[src/rtl/key_pkg.sv]
// rtl/key_pkg.sv - shared state encoding and 50 MHz timing defaults for key_debounce
package key_pkg;

    typedef enum logic [1:0] {
        IDLE         = 2'd0,
        PRESS_WAIT   = 2'd1,
        HELD         = 2'd2,
        RELEASE_WAIT = 2'd3
    } key_state_t;

    localparam int DEBOUNCE_20MS = 1_000_000;
    localparam int REPEAT_500MS  = 25_000_000;
    localparam int REPEAT_200MS  = 10_000_000;

endpackage

[src/rtl/sync_2ff.sv]
// rtl/sync_2ff.sv - two-flop synchroniser for one asynchronous input with a chosen reset level
module sync_2ff #(
    parameter logic RESET_VAL = 1'b0
) (
    input  logic clk,
    input  logic rst,
    input  logic d,
    output logic q
);

    logic meta_q;
    logic sync_q;

    always_ff @(posedge clk) begin
        if (rst) begin
            meta_q <= RESET_VAL;
            sync_q <= RESET_VAL;
        end else begin
            meta_q <= d;
            sync_q <= meta_q;
        end
    end

    assign q = sync_q;

endmodule

[src/rtl/key_debounce.sv]
// rtl/key_debounce.sv - push-button debouncer with clean level and press/release/repeat/step strobes
module key_debounce
    import key_pkg::*;
#(
    parameter int DEBOUNCE_CYCLES = DEBOUNCE_20MS,
    parameter int REPEAT_DELAY    = REPEAT_500MS,
    parameter int REPEAT_PERIOD   = REPEAT_200MS,
    parameter int KEY_ACTIVE_LOW  = 1
) (
    input  logic clk,
    input  logic rst,
    input  logic key_in,
    output logic key_level,
    output logic press_pulse,
    output logic release_pulse,
    output logic repeat_pulse,
    output logic step_pulse
);

    localparam logic ACTIVE_LOW = (KEY_ACTIVE_LOW != 0);
    localparam int   DW         = $clog2(DEBOUNCE_CYCLES);
    localparam int   RMAX       = (REPEAT_DELAY > REPEAT_PERIOD) ? REPEAT_DELAY : REPEAT_PERIOD;
    localparam int   RW         = (RMAX < 2) ? 1 : $clog2(RMAX);
    localparam logic REPEAT_EN  = (REPEAT_DELAY != 0);

    localparam logic [DW-1:0] CNT_LAST    = DW'(DEBOUNCE_CYCLES - 1);
    localparam logic [RW-1:0] DELAY_LAST  = RW'((REPEAT_DELAY  > 0) ? REPEAT_DELAY  - 1 : 0);
    localparam logic [RW-1:0] PERIOD_LAST = RW'((REPEAT_PERIOD > 0) ? REPEAT_PERIOD - 1 : 0);

    logic key_sync;
    logic pressed_s;

    sync_2ff #(
        .RESET_VAL (ACTIVE_LOW)
    ) u_sync (
        .clk (clk),
        .rst (rst),
        .d   (key_in),
        .q   (key_sync)
    );

    assign pressed_s = key_sync ^ ACTIVE_LOW;

    key_state_t      state_q, state_d;
    logic [DW-1:0]   cnt_q, cnt_d;
    logic [RW-1:0]   rcnt_q, rcnt_d;
    logic            rfirst_q, rfirst_d;
    logic            level_q, level_d;
    logic            press_q, press_d;
    logic            release_q, release_d;
    logic            repeat_q, repeat_d;
    logic            step_q, step_d;
    logic [RW-1:0]   rlimit;

    // The first tick waits the long delay, later ticks use the period.
    assign rlimit = rfirst_q ? DELAY_LAST : PERIOD_LAST;

    always_comb begin
        state_d   = state_q;
        cnt_d     = cnt_q;
        rcnt_d    = rcnt_q;
        rfirst_d  = rfirst_q;
        level_d   = level_q;
        press_d   = 1'b0;
        release_d = 1'b0;
        repeat_d  = 1'b0;
        case (state_q)
            IDLE: begin
                if (pressed_s) begin
                    state_d = PRESS_WAIT;
                    cnt_d   = DW'(1);
                end
            end
            PRESS_WAIT: begin
                if (!pressed_s) begin
                    state_d = IDLE;
                    cnt_d   = '0;
                end else if (cnt_q == CNT_LAST) begin
                    state_d  = HELD;
                    cnt_d    = '0;
                    level_d  = 1'b1;
                    press_d  = 1'b1;
                    rcnt_d   = '0;
                    rfirst_d = 1'b1;
                end else begin
                    cnt_d = cnt_q + DW'(1);
                end
            end
            HELD: begin
                if (!pressed_s) begin
                    state_d = RELEASE_WAIT;
                    cnt_d   = DW'(1);
                end else if (REPEAT_EN) begin
                    if (rcnt_q == rlimit) begin
                        repeat_d = 1'b1;
                        rcnt_d   = '0;
                        rfirst_d = 1'b0;
                    end else begin
                        rcnt_d = rcnt_q + RW'(1);
                    end
                end
            end
            RELEASE_WAIT: begin
                // Repeat counter is frozen here, so a bounce back to HELD resumes its phase.
                if (pressed_s) begin
                    state_d = HELD;
                    cnt_d   = '0;
                end else if (cnt_q == CNT_LAST) begin
                    state_d   = IDLE;
                    cnt_d     = '0;
                    level_d   = 1'b0;
                    release_d = 1'b1;
                end else begin
                    cnt_d = cnt_q + DW'(1);
                end
            end
            default: begin
                state_d = IDLE;
                cnt_d   = '0;
            end
        endcase
        step_d = press_d | repeat_d;
    end

    always_ff @(posedge clk) begin
        if (rst) begin
            state_q   <= IDLE;
            cnt_q     <= '0;
            rcnt_q    <= '0;
            rfirst_q  <= 1'b1;
            level_q   <= 1'b0;
            press_q   <= 1'b0;
            release_q <= 1'b0;
            repeat_q  <= 1'b0;
            step_q    <= 1'b0;
        end else begin
            state_q   <= state_d;
            cnt_q     <= cnt_d;
            rcnt_q    <= rcnt_d;
            rfirst_q  <= rfirst_d;
            level_q   <= level_d;
            press_q   <= press_d;
            release_q <= release_d;
            repeat_q  <= repeat_d;
            step_q    <= step_d;
        end
    end

    assign key_level     = level_q;
    assign press_pulse   = press_q;
    assign release_pulse = release_q;
    assign repeat_pulse  = repeat_q;
    assign step_pulse    = step_q;

endmodule

[config.mk]
export PLATFORM = sky130hd
export DESIGN_NAME = key_debounce
export DESIGN_NICKNAME = d
export VERILOG_FILES = /design/src/rtl/key_pkg.sv /design/src/rtl/sync_2ff.sv /design/src/rtl/key_debounce.sv
export SDC_FILE = /design/constraint.sdc
export NUM_CORES = 1
export LEC_CHECK = 0
export ABC_AREA = 1
export CAP_MARGIN = 20
export CELL_PAD_IN_SITES_DETAIL_PLACEMENT = 0
export CELL_PAD_IN_SITES_GLOBAL_PLACEMENT = 2
export CORE_MARGIN = 3
export CORE_UTILIZATION = 39
export DETAILED_ROUTE_END_ITERATION = 8
export DONT_BUFFER_PORTS = 1
export GPL_TIMING_DRIVEN = 0
export PLACE_DENSITY_LB_ADDON = 0.1
export SLEW_MARGIN = 30
export SYNTH_ARGS = -nofsm -noshare
export SYNTH_HDL_FRONTEND = slang
export SYNTH_SLANG_ARGS = --single-unit
[constraint.sdc]
create_clock -name clk -period 2.5 [get_ports clk]
set_clock_uncertainty 0.05 [all_clocks]
set_input_delay 0.25 -clock clk [delete_from_list [all_inputs] [get_ports clk]]
set_output_delay 0.25 -clock clk [all_outputs]
set_load 0.1 [all_outputs]
==> results of run 1 <==
[logic make-up after synthesis]
group                    count (synthesis)  share of synthesized area
AND/OR/NAND/NOR                        282                      0.424
AO/OA/AOI/OAI                           51                     0.0958
buffers and inverters                   71                     0.0946
adder cells (fa/ha/maj)                  2                    0.00794
flip-flops                              55                      0.350
XOR/XNOR                                10                     0.0278
[state kept, by name, summed over array words and instances, names as in the netlist, named ones only]
name	flops
rcnt_q	25
cnt_q	20
key_level	1
press_pulse	1
release_pulse	1
repeat_pulse	1
rfirst_q	1
state_q	1
step_pulse	1
u_sync.meta_q	1
u_sync.q	1
[what timing repair did]
item | CTS | global route
hold buffers | 2 | 0
endpoints found under the hold margin | 3 | 0
resized for setup | 0 | 0
[routing by layer]
layer  GRT usage  up-vias
li1            -     1528
met1       0.241     1303
met2       0.315       28
met3      0.0305        6
met4      0.0427        0
met5           0        -
[power groups by stage]
stage	registers [mW]	clock network [mW]	logic (mW)
floorplan	0.907	0	0.0661
global placement	0.909	0	0.0935
detailed placement	0.909	0	0.0927
CTS	0.889	0.562	0.0957
global route	0.891	0.596	0.104
finish	0.889	0.536	0.0934
[cells in the mapped netlist (all sizes together), types with 3 or more instances]
cell	n
nor3b	3
inv	63
nor2	76
or2	4
nand4	15
o21ai	20
nor3	20
nand2	128
dfxtp	55
a21oi	21
nand3	34
xor2	7
buf	5
xnor2	3
[path summary, 6_finish.rpt]
| path | endpoint | start |
|---|---|---|
| worst max-delay path | rcnt_q[23] | rcnt_q[0] |
| worst min-delay path | key_level | rst |
| worst max register to register | rcnt_q[23] | rcnt_q[0] |
| worst min register to register | u_sync.q | u_sync.meta_q |
[metrics by stage]
step	instance area (µm²)	util	power [mW]	instances
after floorplan	3150	-	0.974	471
after global placement	3280	0.422	1.00	573
after detailed placement	3280	0.422	1.00	573
after CTS	3390	0.437	1.55	583
after global routing	3390	0.437	1.59	583
final	3390	0.437	1.52	583
[cell type report]
class / count / area [µm²]
Fill cell: 885 / 4380
Multi-Input combinational cell: 345 / 1750
Sequential cell: 55 / 1100
Inverter: 64 / 244
Tap cell: 102 / 128
Clock buffer: 7 / 86.3
Buffer: 7 / 53.8
Timing Repair Buffer: 2 / 20.0
Clock inverter: 1 / 8.76
[layout by cell type (no fill, tap or decap), types with 7 or more instances in the layout]
master / count
nand2_1: 120
nand4_1: 15
o21ai_0: 15
xor2_1: 7
nand3_1: 31
inv_1: 58
a21oi_1: 20
nor2_1: 56
dfxtp_1: 55
nor3_1: 18
nor2_2: 18
[worst max-delay path, cell delays in order (launching register included)]
cell,delay [ns]
dfxtp_1,0.45
ha_1,0.20
nand2_1,0.10
nor2_2,0.13
nand2_1,0.12
nor3_1,0.22
nand2_1,0.13
nand2_1,0.17
nand2_4,0.09
nand2_8,0.11
buf_12,0.15
nor2_1,0.05
==> impl_metrics.ini, run 1 <==
[timing]
hold_slack_ns = 0.0653
setup_violations = 0
worstMarginPinSlew_ns = 0.958
maxSlewHeadroom = 0.360
setup-tns-final_ns = 0
fmax_ghz = 0.479
drv_slew = 0
setup_slack_ns = 0.413
fin_crit_ns = 2.09
hold_viol = 0
timing.final.crit_share = 0.835
rsz0062_at_grt = no

[die]
core_um2 = 7770
io_pins = 8
die_y_um = 95.9
initial_core_util = 0.405
rows = 32
die_x_um = 95.9
die-area_um2 = 9190

[clocking]
cts_tree = done
root_buffer = clkbuf_8
clock_latency_ns = 0.31
clock-sinks = 55
htree_num_levels = 2
numCtsBuffers = 5
cts_setup_buffers = 0
path_clk_slew_ns = 0.10
clockBufferDepth = 2

[routing]
firstDrtPassIters = 6
drtIter0Drc = 113
viasPerCell = 4.91
wirelength_met1_mm = 3.67
wl_met3_um = 206
wl_met2_mm = 3.88
drtAntennaViolNets = 0
wl_per_cell_um = 13.4
vias = 2865
highest_layer = met4
drcViolationCount = 0
wirelength_mm = 7.83

[global_route]
grt_pass1_vias = 2610
grt_overflow = 0
grt_max_degree = 17
antenna_found_initial = 0
grt_pass1_wl_mm = 13.0
grt_usage = 0.184

[logic_synthesis]
async_flop_share = 0
syn_inst = 471
ys_seq_elements = 55
synthDistinctLibCells = 41
syn_nets = 476
syn-cell-area_um2 = 3150
yosys.area.top_type_share = 0.350
synth_top_area_cell = dfxtp_1
ys_seq_area_frac = 0.350
synthFlopType = dfxtp_1
synthTopCellsByArea = dfxtp_1 35%, nand2_1 14%, inv_1 6.9%
syn_avg_cell_area_um2 = 6.69
yosysWarnings = 0
synth-edff-count = 0

[status]
outcome = completed

[power_and_ir_drop]
p_clk_frac = 0.353
power.density_nw_per_um2 = 448
sw_frac_of_total = 0.251
netSwitchingPower_uw = 381
worst_ir_drop_vdd_v = 0.000270
p_int_mw = 1.14
combPwrFrac = 0.061
p_seq_frac = 0.585
p_leak_nw = 1.22

[hold_path]
min_path_type = in2reg
hold_depth = 3

[setup_path]
critPathKind = reg2reg
rr_worst_depth = 11
required_ns = 2.67
arrival_ns = 2.25
crit_path_max_fanout = 10
rrSetupSlack_ns = 0.41
startpoint_type = register
end_kind = register

[place]
gp_congestion = 0.817
io_buffers = 0
hpwlAfterDp_mm = 6.07
place_ws_ns = 0.392

[cells_and_area]
drive_above_1_share = 0.121
n_antenna_cell = 0
final_net_count = 485
syn_to_final_growth_pct = 7.71

[flow_run]
drv_cap = 0
(Power assumes the default switching activity.)
==> run 2, diff against run 1 <==
CORE_UTILIZATION = 32   (was 39)
clock period = 1.7 ns   (was 2.5 ns; I/O delays follow)
==> run 2 against run 1 <==
Compared with the run above:
- total power is 54% higher
- routed wire length is 12% higher
- final area grew 21%
- maximum frequency increased by 23%
- largest cell class unchanged
- via count rose by 6.3%
- flip-flop and latch count unchanged
- cell count is 9.9% higher
- count of clock-buffer cells in the layout is the same
- utilization down 0.068 points
==> impl_metrics.ini, run 2 (synthesis results as in run 1) <==
[power_and_ir_drop]
sw_frac_of_total = 0.253
netSwitchingPower_uw = 592
p_leak_nw = 1.53
p_seq_frac = 0.557
p_int_mw = 1.75
worst_ir_drop_vdd_v = 0.000341
combPwrFrac = 0.089
power.density_nw_per_um2 = 570
p_clk_frac = 0.354

[global_route]
grt_pass1_vias = 3037
grt_pass1_wl_mm = 14.8
grt_max_degree = 17
grt_usage = 0.167
grt_overflow = 0
antenna_found_initial = 0

[timing]
rsz0062_at_grt = yes
setup_violations = 0
worstMarginPinSlew_ns = 0.959
timing.final.crit_share = 0.998
fin_crit_ns = 1.70
hold_viol = 0
maxSlewHeadroom = 0.360
drv_slew = 0
fmax_ghz = 0.589

[routing]
wl_per_cell_um = 13.7
drtIter0Drc = 98
wl_met2_mm = 4.66
wirelength_mm = 8.78
wl_met3_um = 162
highest_layer = met4
drtAntennaViolNets = 0
wirelength_met1_mm = 3.84
viasPerCell = 4.75
drcViolationCount = 0
vias = 3046
firstDrtPassIters = 4

[clocking]
clockBufferDepth = 2
path_clk_slew_ns = 0.11
clock-sinks = 55
root_buffer = clkbuf_8
clock_latency_ns = 0.31
cts_tree = done
numCtsBuffers = 5
htree_num_levels = 2

[setup_path]
critPathKind = reg2reg
rr_worst_depth = 10
startpoint_type = register
r2r_start = cnt_q[0]
crit_path_max_fanout = 4
rr_endpoint = cnt_q[16]
required_ns = 1.82
end_kind = register
rrSetupSlack_ns = 0.003
arrival_ns = 1.82

[cells_and_area]
final_cell_mix = 107 x nand2_1, 56 x inv_1, 45 x nor2_1
drive_above_1_share = 0.313
final_net_count = 516
syn_to_final_growth_pct = 30.4
top_regs = rcnt_q (25), cnt_q (20)
n_antenna_cell = 0
largest_register_ff_count = 25
finalInstanceArea_um2 = 4110
fin_cells = 641
n_fill_cell = 1006
top_register = rcnt_q
final_common_cell = nand2_1

[status]
outcome = completed

[place]
gp_congestion = 0.779
placed_area_um2 = 3320
hpwlAfterDp_mm = 6.41
io_buffers = 0
placed_cells = 600

[die]
io_pins = 8
die_x_um = 105
core_um2 = 9420
rows = 35
initial_core_util = 0.334
die-area_um2 = 11100
die_y_um = 105

[flow_run]
drv_cap = 0

[hold_path]
hold_path.startpoint = rst
hold_end = cnt_q[11]
min_path_type = in2reg
hold_depth = 3
run 2: changes by cell type in the layout (fill, tap and decap cells not counted), moves of 4 or more:
| cell | change |
|---|---|
| buf_4 | +29 |
| dfxtp_1 | -24 |
| dfxtp_2 | +18 |
| nand2_1 | -13 |
| nor2_4 | +12 |
| nor2_1 | -11 |
| nand2_2 | +10 |
| dfxtp_4 | +6 |
| nand3_1 | -6 |
| nor3_1 | -6 |
| nand3_4 | +4 |
| nor3_4 | +4 |
run 2: worst max-delay path by stage:
stage,depth (start not counted),start,end,slack (ns)
final,10,cnt_q[0],cnt_q[16],0.003
after global routing,9,cnt_q[0],cnt_q[14],-0.09
after CTS,10,cnt_q[0],cnt_q[18],-0.006
after detailed placement,9,cnt_q[0],cnt_q[10],-0.44
after global placement,9,cnt_q[0],cnt_q[10],-0.42
after floorplan,9,cnt_q[1],rcnt_q[23],0.008
run 2: power by group through the flow:
stage          combinational [mW]  clock (mW)  sequential (mW)
2_1_floorplan              0.0977           0             1.34
3_3_place_gp                0.142           0             1.34
3_5_place_dp                0.141           0             1.34
4_1_cts                     0.184       0.869             1.31
5_1_grt                     0.227       0.917             1.30
6_report                    0.208       0.828             1.30
run 2: worst max-delay path, cell delays in order (launching register included):
cell and delay [ns]:
dfxtp_4 0.39, ha_4 0.15, nand3_4 0.10, nor2_4 0.19, nand2_2 0.10, nor2_4 0.15
nand2_2 0.09, nor2_4 0.12, nand2_1 0.08, nand3_2 0.08, a21oi_2 0.05
run 2: final cells by class:
type / instances / area (µm²) / area share
Multi-Input combinational cell: 345 / 2070 / 0.505
Timing Repair Buffer: 33 / 289 / 0.0704
Inverter: 64 / 253 / 0.0616
Buffer: 7 / 77.6 / 0.0189
Tap cell: 129 / 161 / 0.0393
Sequential cell: 55 / 1150 / 0.279
Clock buffer: 7 / 96.3 / 0.0235
Clock inverter: 1 / 7.51 / 0.00183
run 2: routing by layer:
metal	GRT usage	vias up
li1	-	1609
met1	0.192	1400
met2	0.316	25
met3	0.0229	12
met4	0.0469	0
met5	0	-
run 2: metrics by stage:
step	utilization	setup WS (ns)	power (mW)	setup TNS, ns	hold WS (ns)
2_1_floorplan	-	0.00801	1.43	0	0.205
3_3_place_gp	0.353	-0.420	1.48	-15.50	0.214
3_5_place_dp	0.353	-0.437	1.48	-15.34	0.219
4_1_cts	0.406	-0.00555	2.36	-0.0108	0.232
5_1_grt	0.436	-0.0866	2.45	-1.90	0.258
6_report	0.436	0.00270	2.34	0	0.236
run 2: timing repair:
action,4_1_cts,5_1_grt
endpoints found under the setup margin,50,46
hold buffers,2,0
pin swaps,16,27
buffers inserted,20,10
gates cloned,1,0
hold endpoints to repair,5,0
resized for setup,56,58
==> run 3, diff against run 2 <==
--- a/config.mk
+++ b/config.mk
@@ -21 +21,2 @@
 export SYNTH_SLANG_ARGS = --single-unit
+export TNS_END_PERCENT = 50
==> constraint.sdc (replaced) <==
create_clock -name clk -period 1.7 [get_ports clk]
set_clock_uncertainty 0.05 [all_clocks]
set_input_delay 0.255 -clock clk [delete_from_list [all_inputs] [get_ports clk]]
set_output_delay 0.255 -clock clk [all_outputs]
set_load 0.1 [all_outputs]
==> run 3 against run 2 <==
Compared with the run above:
- clock power up 0.8%
- critical path depth shrank 1
- total power about the same
- sequential power hardly changed
- largest power group unchanged
- final area is 1.0% lower
- first-iteration DRC count is 8.2% higher
- critical endpoint is now rcnt_q[1]
- die area is the same
- critical path type unchanged
- sequential share of layout area grew 0.22 points
- flip-flop and latch count unchanged
- non-clock buffer count unchanged
==> impl_metrics.ini, run 3 (synthesis results as in run 1) <==
[status]
outcome = completed

[routing]
wl_per_cell_um = 13.8
viasPerCell = 4.78
firstDrtPassIters = 4
drtAntennaViolNets = 0
wirelength_mm = 8.82
vias = 3064
drtIter0Drc = 106
drcViolationCount = 0

[clocking]
htree_num_levels = 2
numCtsBuffers = 5
clock_latency_ns = 0.31
clock-sinks = 55
cts_tree = done
root_buffer = clkbuf_8
clockBufferDepth = 2
path_clk_slew_ns = 0.11

[timing]
hold_viol = 0
maxSlewHeadroom = 0.360
fin_crit_ns = 1.69
drv_slew = 0
rsz0062_at_grt = yes
fmax_ghz = 0.591
setup_violations = 0
worstMarginPinSlew_ns = 0.959
setup_slack_ns = 0.00653
timing.final.crit_share = 0.996

[setup_path]
arrival_ns = 1.85
startpoint_type = register
rrSetupSlack_ns = 0.007
critPathKind = reg2reg
r2r_start = cnt_q[0]
required_ns = 1.86
end_kind = register
crit_path_max_fanout = 6
rr_endpoint = rcnt_q[1]
crit_path_end = rcnt_q[1]
startpoint = cnt_q[0]
rr_worst_depth = 9

[global_route]
grt_usage = 0.166
grt_use_met1 = 0.194
grt_pass1_wl_mm = 14.8
grtUsageMet2 = 0.314
grt_max_degree = 17
antenna_found_initial = 0
met3_usage = 0.0229
grt_pass1_vias = 3031
grt_overflow = 0
top_usage_layer = met2

[flow_run]
drv_cap = 0

[cells_and_area]
final_common_cell = nand2_1
final_cell_mix = 107 x nand2_1, 56 x inv_1, 44 x nor2_1
syn_to_final_growth_pct = 29.0
fin_cells = 641
drive_above_1_share = 0.307
top_regs = rcnt_q (25), cnt_q (20)
n_antenna_cell = 0
final_net_count = 516
top_register = rcnt_q
largest_register_ff_count = 25
n_fill_cell = 1010

[die]
core_um2 = 9420
die-area_um2 = 11100
initial_core_util = 0.334
rows = 35
io_pins = 8
die_y_um = 105
die_x_um = 105

[power_and_ir_drop]
power.density_nw_per_um2 = 576
worst_ir_drop_vdd_v = 0.000343
p_leak_nw = 1.52

[place]
place_ws_ns = -0.437
gp_congestion = 0.779
hpwlAfterDp_mm = 6.41
placed_cells = 600
io_buffers = 0

[hold_path]
hold_path.startpoint = rst
min_path_type = in2reg
-- run 3: cell types whose count changed in the layout (fill, tap and decap cells not counted), moves of 2 or more --
cell and change:
dfxtp_1 +2, dfxtp_2 -2, nand2_4 +2, nor2_4 -2, nor2_2 +3
-- run 3: where the power goes --
group	switching, mW	internal (mW)
clock network	0.462	0.372
registers	0.0119	1.29
logic	0.120	0.0824
-- run 3: per-stage QoR --
step	instance area (µm²)	hold WS [ns]	setup TNS [ns]	utilization	power [mW]
global route	4060	0.0931	-2.10	0.432	2.45
finish	4060	0.0877	0	0.432	2.34
floorplan	3160	0.290	0	-	1.43
CTS	3800	0.0749	-0.0224	0.404	2.36
global placement	3320	0.299	-15.50	0.353	1.48
detailed placement	3320	0.304	-15.34	0.353	1.48
-- run 3: how the worst min path moves through the flow --
stage | to | slack [ns] | cells after the start
after floorplan | repeat_pulse | 0.29 | 1
after global placement | repeat_pulse | 0.30 | 1
after detailed placement | repeat_pulse | 0.30 | 1
after CTS | key_level | 0.07 | 3
after global routing | press_pulse | 0.09 | 3
final | press_pulse | 0.09 | 3
-- run 3: cell type report --
cell class	instances	area (µm²)	area share
plain buffers	7	68.8	0.0169
inverters	64	253	0.0622
well taps	129	161	0.0397
clock inverters	1	7.51	0.00185
flip-flops and latches	55	1140	0.281
multi-input cells	345	2040	0.503
clock buffers	7	96.3	0.0237
repair buffers	33	289	0.0711
-- run 3: timing repair --
action / CTS / global route
resized for setup: 52 / 54
buffers inserted: 19 / 11
hold endpoints to repair: 3 / 0
pin swaps: 15 / 22
hold buffers: 2 / 0
setup endpoints to repair: 50 / 46
cloned: 1 / 0
-- run 3: worst max-delay path, stage by stage, from the launching register on --
cell and delay [ns]:
dfxtp_4 0.39, ha_4 0.15, nand3_4 0.10, nor2_4 0.12, nand3_4 0.12, a21boi_4 0.25
nand2_4 0.10, nand2_8 0.12, buf_12 0.14, nor2_1 0.04
-- run 3: per-layer routing --
layer,part of all wire,wire [µm]
met5,0,0
met4,0.014,126
met3,0.017,153
met2,0.53,4680
met1,0.44,3860
